--- config.mk ---
export PLATFORM = sky130hd
export DESIGN_NAME = windowed_sum_accumulator
export DESIGN_NICKNAME = d
export VERILOG_FILES = /design/src/rtl/sum_accumulator_pkg.sv /design/src/rtl/acc_add_sat.sv /design/src/rtl/windowed_sum_accumulator.sv
export SDC_FILE = /design/constraint.sdc
export NUM_CORES = 1
export LEC_CHECK = 0
export ABC_AREA = 0
export CAP_MARGIN = 20
export CORE_ASPECT_RATIO = 1.1
export CORE_MARGIN = 2
export CORE_UTILIZATION = 53
export DETAILED_ROUTE_END_ITERATION = 16
export GPL_ROUTABILITY_DRIVEN = 1
export PLACE_DENSITY = 0.84
export REMOVE_ABC_BUFFERS = 1
export SLEW_MARGIN = 20
export SYNTH_ARGS = -nofsm -noshare
export SYNTH_HDL_FRONTEND = slang
export SYNTH_SLANG_ARGS = --single-unit
--- constraint.sdc ---
create_clock -name i_clk -period 6.3 [get_ports i_clk]
set_input_delay 1.26 -clock i_clk [delete_from_list [all_inputs] [get_ports i_clk]]
set_output_delay 1.26 -clock i_clk [all_outputs]
set_load 0.05 [all_outputs]
--- src/rtl/sum_accumulator_pkg.sv ---
// Shared definitions for the sum accumulator family: operand selector
// encoding and overflow handling modes.
package sum_accumulator_pkg;

  typedef enum logic [1:0] {
    SELECT_DATA_2   = 2'b00,
    SELECT_DATA_SUM = 2'b01,
    SELECT_DATA_1   = 2'b10,
    SELECT_ZERO     = 2'b11
  } selector_e;

  localparam logic MODE_WRAP = 1'b0;
  localparam logic MODE_SAT  = 1'b1;

endpackage

--- src/rtl/acc_add_sat.sv ---
// Widened accumulator adder: adds an unsigned addend to the accumulator,
// reports the carry out and applies wrap or saturate handling.
module acc_add_sat
  import sum_accumulator_pkg::*;
#(
  parameter int NB_DATA_OUT = 6,
  parameter int NB_ADD      = 4
) (
  input  logic [NB_DATA_OUT-1:0] i_acc,
  input  logic [NB_ADD-1:0]      i_addend,
  input  logic                   i_mode,
  output logic [NB_DATA_OUT-1:0] o_sum,
  output logic                   o_carry
);

  logic [NB_DATA_OUT:0] w_addendExt;
  logic [NB_DATA_OUT:0] w_nextSum;

  assign w_addendExt = {{(NB_DATA_OUT + 1 - NB_ADD){1'b0}}, i_addend};
  assign w_nextSum   = {1'b0, i_acc} + w_addendExt;
  assign o_carry     = w_nextSum[NB_DATA_OUT];

  // A saturated accumulator stays all-ones since any nonzero add carries again.
  always_comb begin
    o_sum = w_nextSum[NB_DATA_OUT-1:0];
    if (o_carry && (i_mode == MODE_SAT)) begin
      o_sum = '1;
    end
  end

endmodule

--- src/rtl/windowed_sum_accumulator.sv ---
// Windowed sum accumulator: selects data1, data2 or their sum per valid
// sample, accumulates over a programmable window and emits the window total.
module windowed_sum_accumulator
  import sum_accumulator_pkg::*;
#(
  parameter int NB_DATA_IN  = 3,
  parameter int NB_SEL      = 2,
  parameter int NB_DATA_OUT = 6,
  parameter int NB_COUNT    = 4
) (
  input  logic                   i_clk,
  input  logic                   i_rst_n,
  input  logic                   i_valid,
  input  logic [NB_DATA_IN-1:0]  i_data1,
  input  logic [NB_DATA_IN-1:0]  i_data2,
  input  logic [NB_SEL-1:0]      i_sel,
  input  logic                   i_sat_en,
  input  logic [NB_COUNT-1:0]    i_win_len,
  input  logic                   i_clear,
  output logic [NB_DATA_OUT-1:0] o_data,
  output logic [NB_DATA_OUT-1:0] o_result,
  output logic                   o_result_valid,
  output logic                   o_overflow,
  output logic                   o_acc_overflow
);

  logic [NB_DATA_OUT-1:0] r_acc;
  logic [NB_COUNT-1:0]    r_count;
  logic                   r_sticky;
  logic [NB_DATA_OUT-1:0] r_result;
  logic                   r_resultValid;
  logic                   r_overflow;

  logic [NB_DATA_IN:0]    w_data1Ext;
  logic [NB_DATA_IN:0]    w_data2Ext;
  logic [NB_DATA_IN:0]    w_selected;
  logic [NB_DATA_OUT-1:0] w_nextAcc;
  logic                   w_carry;
  logic [NB_COUNT:0]      w_countNext;
  logic                   w_accept;
  logic                   w_close;

  assign w_data1Ext = {1'b0, i_data1};
  assign w_data2Ext = {1'b0, i_data2};

  always_comb begin
    w_selected = '0;
    case (selector_e'(i_sel[1:0]))
      SELECT_DATA_1:   w_selected = w_data1Ext;
      SELECT_DATA_2:   w_selected = w_data2Ext;
      SELECT_DATA_SUM: w_selected = w_data1Ext + w_data2Ext;
      SELECT_ZERO:     w_selected = '0;
      default:         w_selected = '0;
    endcase
  end

  acc_add_sat #(
    .NB_DATA_OUT(NB_DATA_OUT),
    .NB_ADD     (NB_DATA_IN + 1)
  ) u_acc_add_sat (
    .i_acc   (r_acc),
    .i_addend(w_selected),
    .i_mode  (i_sat_en),
    .o_sum   (w_nextAcc),
    .o_carry (w_carry)
  );

  // Window length is compared live, so shortening it mid-window closes on the next sample.
  assign w_countNext = {1'b0, r_count} + {{NB_COUNT{1'b0}}, 1'b1};
  assign w_accept    = i_valid && !i_clear;
  assign w_close     = w_accept && (i_win_len != '0) && (w_countNext >= {1'b0, i_win_len});

  always_ff @(posedge i_clk or negedge i_rst_n) begin
    if (!i_rst_n) begin
      r_acc         <= '0;
      r_count       <= '0;
      r_sticky      <= 1'b0;
      r_result      <= '0;
      r_resultValid <= 1'b0;
      r_overflow    <= 1'b0;
    end else begin
      r_resultValid <= 1'b0;
      if (i_clear) begin
        r_acc    <= '0;
        r_count  <= '0;
        r_sticky <= 1'b0;
      end else if (w_close) begin
        r_result      <= w_nextAcc;
        r_overflow    <= r_sticky | w_carry;
        r_resultValid <= 1'b1;
        r_acc         <= '0;
        r_count       <= '0;
        r_sticky      <= 1'b0;
      end else if (w_accept) begin
        r_acc    <= w_nextAcc;
        r_sticky <= r_sticky | w_carry;
        // Free-running windows hold the count at its maximum instead of wrapping.
        if (!(&r_count)) begin
          r_count <= w_countNext[NB_COUNT-1:0];
        end
      end
    end
  end

  assign o_data         = r_acc;
  assign o_result       = r_result;
  assign o_result_valid = r_resultValid;
  assign o_overflow     = r_overflow;
  assign o_acc_overflow = r_sticky;

endmodule

==> results of run 1 <==
[registers in the layout, indices dropped and copies added, names as in the netlist]
| signal | cells |
|---|---|
| o_data | 6 |
| o_overflow | 1 |
| r_count | 4 |
| o_acc_overflow | 1 |
| o_result | 6 |
| o_result_valid | 1 |
[synth_stat cells, drive strengths merged (3+ instances only)]
cell,number,area (sq um)
ha,12,150
a211oi,5,37.5
a32o,4,40.0
mux2,5,71.3
o21ai,6,30.0
xnor2,4,35.0
dfrtp,19,475
a21o,4,30.0
nor2,3,11.3
a21oi,9,45.0
nand2,11,41.3
and3,3,18.8
mux2i,3,30.0
inv,6,22.5
clkbuf,3,11.3
[area by class of cell]
cell class | instances | area [sq um] | area share [%]
Clock buffer | 3 | 22.5 | 1.31
Clock inverter | 1 | 7.51 | 0.435
Inverter | 6 | 22.5 | 1.31
Multi-Input combinational cell | 102 | 848 | 49.2
Sequential cell | 19 | 475 | 27.6
Tap cell | 31 | 38.8 | 2.25
Timing Repair Buffer | 31 | 310 | 18.0
[worst paths after layout]
| kind | startpoint | cells after the start | end | slack, ns |
|---|---|---|---|---|
| max in group asynchronous | i_rst_n | 1 | o_data[3] | 4.34 |
| worst max-delay path | i_data1[0] | 10 | o_data[3] | 2.25 |
| worst max register to register | r_count[0] | 7 | o_result[4] | 3.57 |
| min in group asynchronous | i_rst_n | 1 | r_count[1] | 1.42 |
| worst min-delay path | o_result[2] | 1 | o_result[2] | 0.53 |
| worst min register to register | o_result[2] | 1 | o_result[2] | 0.53 |
[through the flow]
step / cells / cell area (sq um) / worst slack, ns
2_1_floorplan: 127 / 1350 / 2.72
5_1_grt: 193 / 1730 / 2.07
3_3_place_gp: 189 / 1700 / 2.13
3_5_place_dp: 189 / 1700 / 1.93
4_1_cts: 193 / 1730 / 2.26
6_report: 193 / 1730 / 2.25
[kinds of logic after synthesis]
| group | count (synthesis) |
|---|---|
| multiplexers | 8 |
| buffers and inverters | 11 |
| flip-flops | 19 |
| AND/OR/NAND/NOR | 35 |
| adder cells (fa/ha/maj) | 14 |
| XOR/XNOR | 5 |
| AO/OA/AOI/OAI | 40 |
[power by group]
part	leakage, nW	switching (mW)	internal (mW)
clock	0.0139	0.0427	0.0242
sequential	0.254	0.0149	0.143
combinational	0.505	0.124	0.0848
total	0.773	0.182	0.252
[per-layer routing]
| layer | track usage [%] | vias up | wire length (um) |
|---|---|---|---|
| met5 | 0 | - | 0 |
| met2 | 39.1 | 45 | 1610 |
| met4 | 7.69 | 0 | 70 |
| met1 | 26.0 | 551 | 1220 |
| li1 | - | 555 | - |
| met3 | 2.62 | 7 | 185 |
==> qor.txt, run 1 <==
clock slew at reported path FFs - 0.13 ns
Root Buffer - clkbuf_4
worst hold slack - 0.531 ns
fin util - 69.8%
synthesized area - 0.00138 sq mm
Post-Route Skew - 0.0156 ns
Buf+Inv Stages, Crit Path - 1
Die W - 52.6 um
Post-Synth Adder-Cell Area - 13.8%
commonest non-fill, non-tap cell in the layout - clkdlybuf4s50_1
CTS Buf Count - 3
Max FO, Critical Path - 6
simple-gate share of the synthesized area - 14.5%
total gr overflow - 0
WL final - 3.08 mm
antenna diode count - 0
pin count of the biggest net entering global routing - 20
DPL Wire Length - 2.43 mm
I/O pins - 32
post-DR vias/cell - 6.00
crit-path cells - clkdlybuf4s50_1, ha_1, fa_1, mux2i_1, o21ai_0, fa_1, a211oi_1, or3_1, o21ai_0, a32o_1
Synth Register Bits - 19
fin. max-slew vios - 0
RSZ-0062 raised after global routing - false
Mapped Avg Cell Area - 10.4 sq um
count of maximum capacitance violations - 0
Final Hold Fails - 0
CP Launch Type - primary input
fin crit share - 64.3%
multiplexer area fraction after synthesis - 7.36%
CP top delay family - adder cells
Residual DRC - 0
Worst EP required - 6.50 ns
DRT iter0 DRCs - 18
Final Setup Violations - 0
Pwr Total - 434 uW
PostCTS Resize Cnt - 0
EDFF count, synth - 0
die area - 0.00302 sq mm
chip height - 57.4 um
Core Rows - 19
worst min path class - reg -> reg
layout cells sized above 1 - 9.88%
Synth Area in XOR/XNOR - 3.18%
synth warn - 0
GPL Wtd Cong - 0.815
Worst path slowest cell - fa_1
Starting Density - 55.7%
final setup TNS - 0 ns
Clock Sink Count - 19
register area share after synthesis - 34.5%
Worst EP arrival - 4.25 ns
port buffer count - 31
most frequent cells in the layout - clkdlybuf4s50_1 (31), dfrtp_1 (19), ha_1 (12), nand2_1 (11), a21oi_1 (9)
post-route ant nets - 0
via count - 1158
post-synthesis instance total - 132
initial antenna violation count - 0
global-route wire length before repair - 4.97 mm
Max H-tree Level - 1
Most used DFF post-synth - dfrtp_1
CP Class - in -> reg
hold_buf cts - 0
post-CTS setup buffer count - 0
largest stage delay on the critical path - 0.48 ns
Clock Tree Buf Depth - 2
Slew @ Worst Pin - 0.863 ns
largest family of logic cells by synthesized area - compound AO/OA/AOI/OAI gates
LEAKAGE - 0.773 nW
fmax - 247 MHz
compound-gate portion of the synthesized area - 22.7%
CTS tree - done
power density cells - 252 mW/mm^2
Worst-Skew Late Latency - 0.31 ns
total track usage - 21.7%
routed len/inst - 16.0 um
Synth-to-Final Area Change - 25.4%
Fill cells - 207
CP Capture Type - flip-flop
CORE AREA - 0.00247 sq mm
post-synth cell types - 44
min Tclk post-route - 4.05 ns
NumNets Final - 194
max_slew headroom - 42.3%
number of global-route vias before repair - 1156
Async S/R FF share, synth - 100%
peak supply drop - 0.179 mV
TritonRoute pass-1 iters - 4
status - finished, final reports clean
No activity file was read; power rests on OpenSTA's default activity.
==> run 2: changes to the inputs <==
CORE_UTILIZATION = 50   (was 53)
PLACE_DENSITY = 0.8   (was 0.84)
clock period = 3.95 ns   (was 6.3 ns; I/O delays follow)
==> qor.txt, run 2 (synthesis gave the netlist of run 1 again) <==
CP Class - in -> reg
CP Launch Type - primary input
initial antenna violation count - 0
worst min path class - reg -> reg
status - finished, final reports clean
crit-path cells - clkdlybuf4s50_1, ha_1, fa_1, xnor2_1, nand2_1, o21ai_0, o21ai_0, ha_1, a211oi_1, or3_1, and4_1, nor4_2
layout cells sized above 1 - 9.88%
CORE AREA - 0.00257 sq mm
Max FO, Critical Path - 7
Worst EP arrival - 3.79 ns
R2R cell count - 7
Final Hold Fails - 0
die area - 0.00319 sq mm
Root Buffer - clkbuf_4
routed len/inst - 15.2 um
WL final - 2.93 mm
power density cells - 394 mW/mm^2
CTS tree - done
Final Setup Violations - 0
worst setup margin - 0.367 ns
R2R Setup Slk - 1.26 ns
GRT met3 Usage - 4.04%
DPL Wire Length - 2.33 mm
most used routing layer - met2
Worst path slowest cell - or3_1
largest stage delay on the critical path - 0.47 ns
LEAKAGE - 0.777 nW
commonest non-fill, non-tap cell in the layout - clkdlybuf4s50_1
count of maximum capacitance violations - 0
port buffer count - 31
Hold Path End - o_result[2]
antenna diode count - 0
max_slew headroom - 43.9%
min Tclk post-route - 3.58 ns
Starting Density - 53.6%
I/O pins - 32
hold_buf cts - 0
chip height - 59.0 um
number of global-route vias before repair - 1097
Slew @ Worst Pin - 0.839 ns
Worst-Skew Late Latency - 0.30 ns
fmax - 279 MHz
post-CTS setup buffer count - 0
RSZ-0062 raised after global routing - false
fin. max-slew vios - 0
Residual DRC - 0
post-route ant nets - 0
Core Rows - 19
pin count of the biggest net entering global routing - 20
CP Capture Type - flip-flop
CTS Buf Count - 3
fin crit share - 90.7%
met1 Resource Use GR - 27.0%
Post-Route Skew - 0.00653 ns
peak supply drop - 0.425 mV
DRT iter0 DRCs - 20
total track usage - 20.7%
worst r2r src - r_count[0]
final setup TNS - 0 ns
most frequent cells in the layout - clkdlybuf4s50_1 (31), dfrtp_1 (19), ha_1 (12), nand2_1 (11), a21oi_1 (9)
GPL Wtd Cong - 0.833
Die W - 54.0 um
clock slew at reported path FFs - 0.11 ns
met2 Usage GRT - 32.2%
Synth-to-Final Area Change - 25.2%
Clock Tree Buf Depth - 2
beginning of the worst hold path - o_result[2]
via count - 1140
PostCTS Resize Cnt - 0
TritonRoute pass-1 iters - 4
Clock Sink Count - 19
global-route wire length before repair - 4.81 mm
total gr overflow - 0
Reg2Reg Capture Point - o_result[3]
post-DR vias/cell - 5.91
post-route insts no fill - 193
Setup WS pre-CTS - 0.0695 ns
Worst EP required - 4.15 ns
Max H-tree Level - 1
hold depth - 1
Inst Count DP - 189
NumNets Final - 194
[run 2: changes by cell type in the layout (fill, tap and decap cells not counted)]
cell	delta
clkinvlp_4	-1
clkinv_2	+1
[run 2: metrics by stage]
stage          hold WS (ns)  utilization (%)  power, mW  instance area, sq um
5_1_grt               0.543             67.1      0.718                  1720
4_1_cts               0.521             67.1      0.687                  1720
2_1_floorplan         0.494                -      0.470                  1350
3_3_place_gp          0.491             66.0      0.582                  1700
3_5_place_dp          0.495             66.0      0.587                  1700
6_report              0.518             67.1      0.680                  1720
[run 2: final cells by class]
| cell class | count | area, sq um |
|---|---|---|
| timing repair buffer | 31 | 310 |
| inverter | 6 | 22.5 |
| fill | 209 | 845 |
| clock buffer | 3 | 22.5 |
| sequential | 19 | 475 |
| clock inverter | 1 | 5.00 |
| tap | 31 | 38.8 |
| multi-input combinational | 102 | 848 |
[run 2: how the worst max path moves through the flow]
stage / from / to / slack [ns] / cells past startpoint
floorplan: i_data1[0] / o_data[5] / 0.84 / 11
global placement: i_data1[0] / o_data[5] / 0.18 / 12
detailed placement: i_data1[0] / o_data[5] / 0.07 / 12
CTS: i_data1[0] / o_data[5] / 0.37 / 12
global route: i_data1[0] / o_data[5] / 0.26 / 12
finish: i_data1[0] / o_data[5] / 0.37 / 12
[run 2: per-layer routing]
layer | vias to the layer above | part of all wire, %
li1 | 562 | -
met1 | 532 | 45
met2 | 37 | 46
met3 | 9 | 5.3
met4 | 0 | 3.0
met5 | - | 0
[run 2: where the power goes]
part / switching (mW) / internal [mW] / leakage, nW / total, mW
Combinational: 0.196 / 0.135 / 0.505 / 0.331
Sequential: 0.0227 / 0.228 / 0.254 / 0.251
Clock: 0.0596 / 0.0377 / 0.0177 / 0.0974
[run 2: worst max-delay path, delay by kind of cell]
family                     cells  cell delay, ns
xor gates and xnor gates       1            0.16
buffers and inverters          1            0.43
adders and majority gates      3            1.06
AOI/OAI and AO/OA              3            0.34
and+or+nand+nor                4            1.00
==> run 3: changes to the inputs <==
CORE_UTILIZATION = 49   (was 50)
PLACE_DENSITY = 0.82   (was 0.8)
REMOVE_ABC_BUFFERS = not set   (was 1)
SYNTH_HIERARCHICAL = 1   (was not set)
==> qor.txt, run 3 <==
Buf+Inv Stages, Crit Path - 2
Slew @ Worst Pin - 0.825 ns
Synth-to-Final Area Change - 25.8%
post-CTS setup buffer count - 0
Residual DRC - 0
Worst EP arrival - 3.63 ns
count of maximum capacitance violations - 0
Synth Register Bits - 19
worst min path class - reg -> reg
number of global-route vias before repair - 1145
Final Hold Fails - 0
final setup TNS - 0 ns
GPL Wtd Cong - 0.855
Starting Density - 52.7%
layout cells sized above 1 - 11.9%
chip height - 59.1 um
Root Buffer - clkbuf_4
Clock Sink Count - 19
hold depth - 1
clock slew at reported path FFs - 0.11 ns
antenna diode count - 0
DPL Wire Length - 2.30 mm
initial antenna violation count - 0
Clock Tree Buf Depth - 2
PostCTS Resize Cnt - 0
RSZ-0062 raised after global routing - false
beginning of the worst hold path - o_result[0]
post-route ant nets - 0
Hold Path End - o_result[0]
DP Area - 0.00167 sq mm
LEAKAGE - 0.795 nW
CP Launch Type - primary input
TritonRoute pass-1 iters - 4
synth warn - 6
commonest non-fill, non-tap cell in the layout - clkdlybuf4s50_1
Final Setup Violations - 0
Max H-tree Level - 1
post-synth cell types - 40
register area share after synthesis - 35.2%
fin area - 0.00170 sq mm
post-synthesis instance total - 128
port buffer count - 31
CP dominant cell by count - fa_1
fmax - 291 MHz
R2R cell count - 8
fin crit share - 87.0%
Max FO, Critical Path - 5
Worst EP required - 4.14 ns
via count - 1082
Worst path slowest cell - fa_1
peak supply drop - 0.376 mV
worst hold slack - 0.523 ns
dominant cells by area after synthesis - dfrtp_1 (35%), ha_1 (11%), a32o_1 (5.2%), mux2_4 (3.3%), fa_1 (3.0%)
routed len/inst - 15.5 um
CP Class - in -> reg
CP top delay family - adder cells
CORE AREA - 0.00257 sq mm
hold_buf cts - 0
status - finished, final reports clean
largest stage delay on the critical path - 0.49 ns
Die W - 54.1 um
CTS tree - done
max_slew headroom - 44.8%
global-route wire length before repair - 5.10 mm
EDFF count, synth - 0
I/O pins - 32
Most used DFF post-synth - dfrtp_1
CP Capture Type - flip-flop
CTS Buf Count - 3
area share of the largest cell type after synthesis - 35.2%
top-count cell post-synth - dfrtp_1
NumNets Final - 192
total gr overflow - 0
worst r2r src - r_count[0]
top cells by count, synth - dfrtp_1 (19), ha_1 (12), nand2_1 (10), inv_1 (9)
pin count of the biggest net entering global routing - 20
Core Rows - 19
cell taking the most area after synthesis - dfrtp_1
most frequent cells in the layout - clkdlybuf4s50_1 (31), dfrtp_1 (19), ha_1 (12), nand2_1 (10), inv_1 (9)
post-synth net total - 159
WL final - 2.97 mm
total track usage - 21.8%
Mapped Avg Cell Area - 10.6 sq um
Post-Route Skew - 0.00514 ns
DRT iter0 DRCs - 20
crit-path cells - clkdlybuf4s50_1, ha_1, fa_1, nand2_1, o21ai_0, inv_1, fa_1, nand2b_1, a21oi_2, nand3_1, o21a_1, mux2_4
post-DR vias/cell - 5.66
R2R Setup Slk - 1.56 ns
Fill cells - 209
Worst-Skew Late Latency - 0.29 ns
Reg2Reg Capture Point - o_result[1]
fin util - 66.3%
min Tclk post-route - 3.44 ns
Async S/R FF share, synth - 100%
power density cells - 371 mW/mm^2
fin. max-slew vios - 0
synthesized area - 0.00135 sq mm
die area - 0.00320 sq mm
==> run 3: cell type report <==
cell class	count	area, sq um	share of cell area, %
Clock buffer	3	22.5	1.32
Clock inverter	1	5.00	0.294
Inverter	10	40.0	2.35
Multi-Input combinational cell	95	802	47.1
Sequential cell	19	475	27.9
Tap cell	31	38.8	2.28
Timing Repair Buffer	32	318	18.7
==> run 3: power breakdown <==
part | leakage [nW] | switching [mW] | total, mW | internal, mW
registers | 0.256 | 0.0202 | 0.244 | 0.224
logic | 0.520 | 0.173 | 0.290 | 0.117
clock network | 0.0177 | 0.0605 | 0.0982 | 0.0376
total | 0.795 | 0.253 | 0.632 | 0.379
==> run 3: worst max path at each step <==
stage | from | cells after the start | endpoint | slack, ns
2_1_floorplan | i_data1[0] | 11 | o_result[4] | 0.91
3_3_place_gp | i_data1[0] | 12 | o_result[4] | 0.40
3_5_place_dp | i_data1[0] | 12 | o_result[4] | 0.27
4_1_cts | i_data1[0] | 12 | o_result[4] | 0.54
5_1_grt | i_data1[0] | 12 | o_data[0] | 0.31
6_report | i_data1[0] | 12 | o_result[4] | 0.51
==> run 3: routing by layer <==
metal  global-route usage, %  wire length, um  vias up
met2                    39.2             1500       28
met3                    2.78              151        2
met1                    27.2             1310      516
met5                       0                0        -
met4                    5.36                5        0
li1                        -                -      536
==> run 3: logic make-up after synthesis <==
group | share of synthesized area (%)
buf+inv | 5.55
simple gates | 12.8
xor+xnor | 3.24
mux | 8.79
compound gates | 20.4
fa+ha+maj | 14.1
flops | 35.2
==> run 3: metrics by stage <==
stage / worst slack, ns / instances / power [mW]
finish: 0.515 / 191 / 0.632
global route: 0.312 / 191 / 0.674
CTS: 0.539 / 191 / 0.639
detailed placement: 0.273 / 187 / 0.540
global placement: 0.395 / 187 / 0.530
floorplan: 0.910 / 128 / 0.437
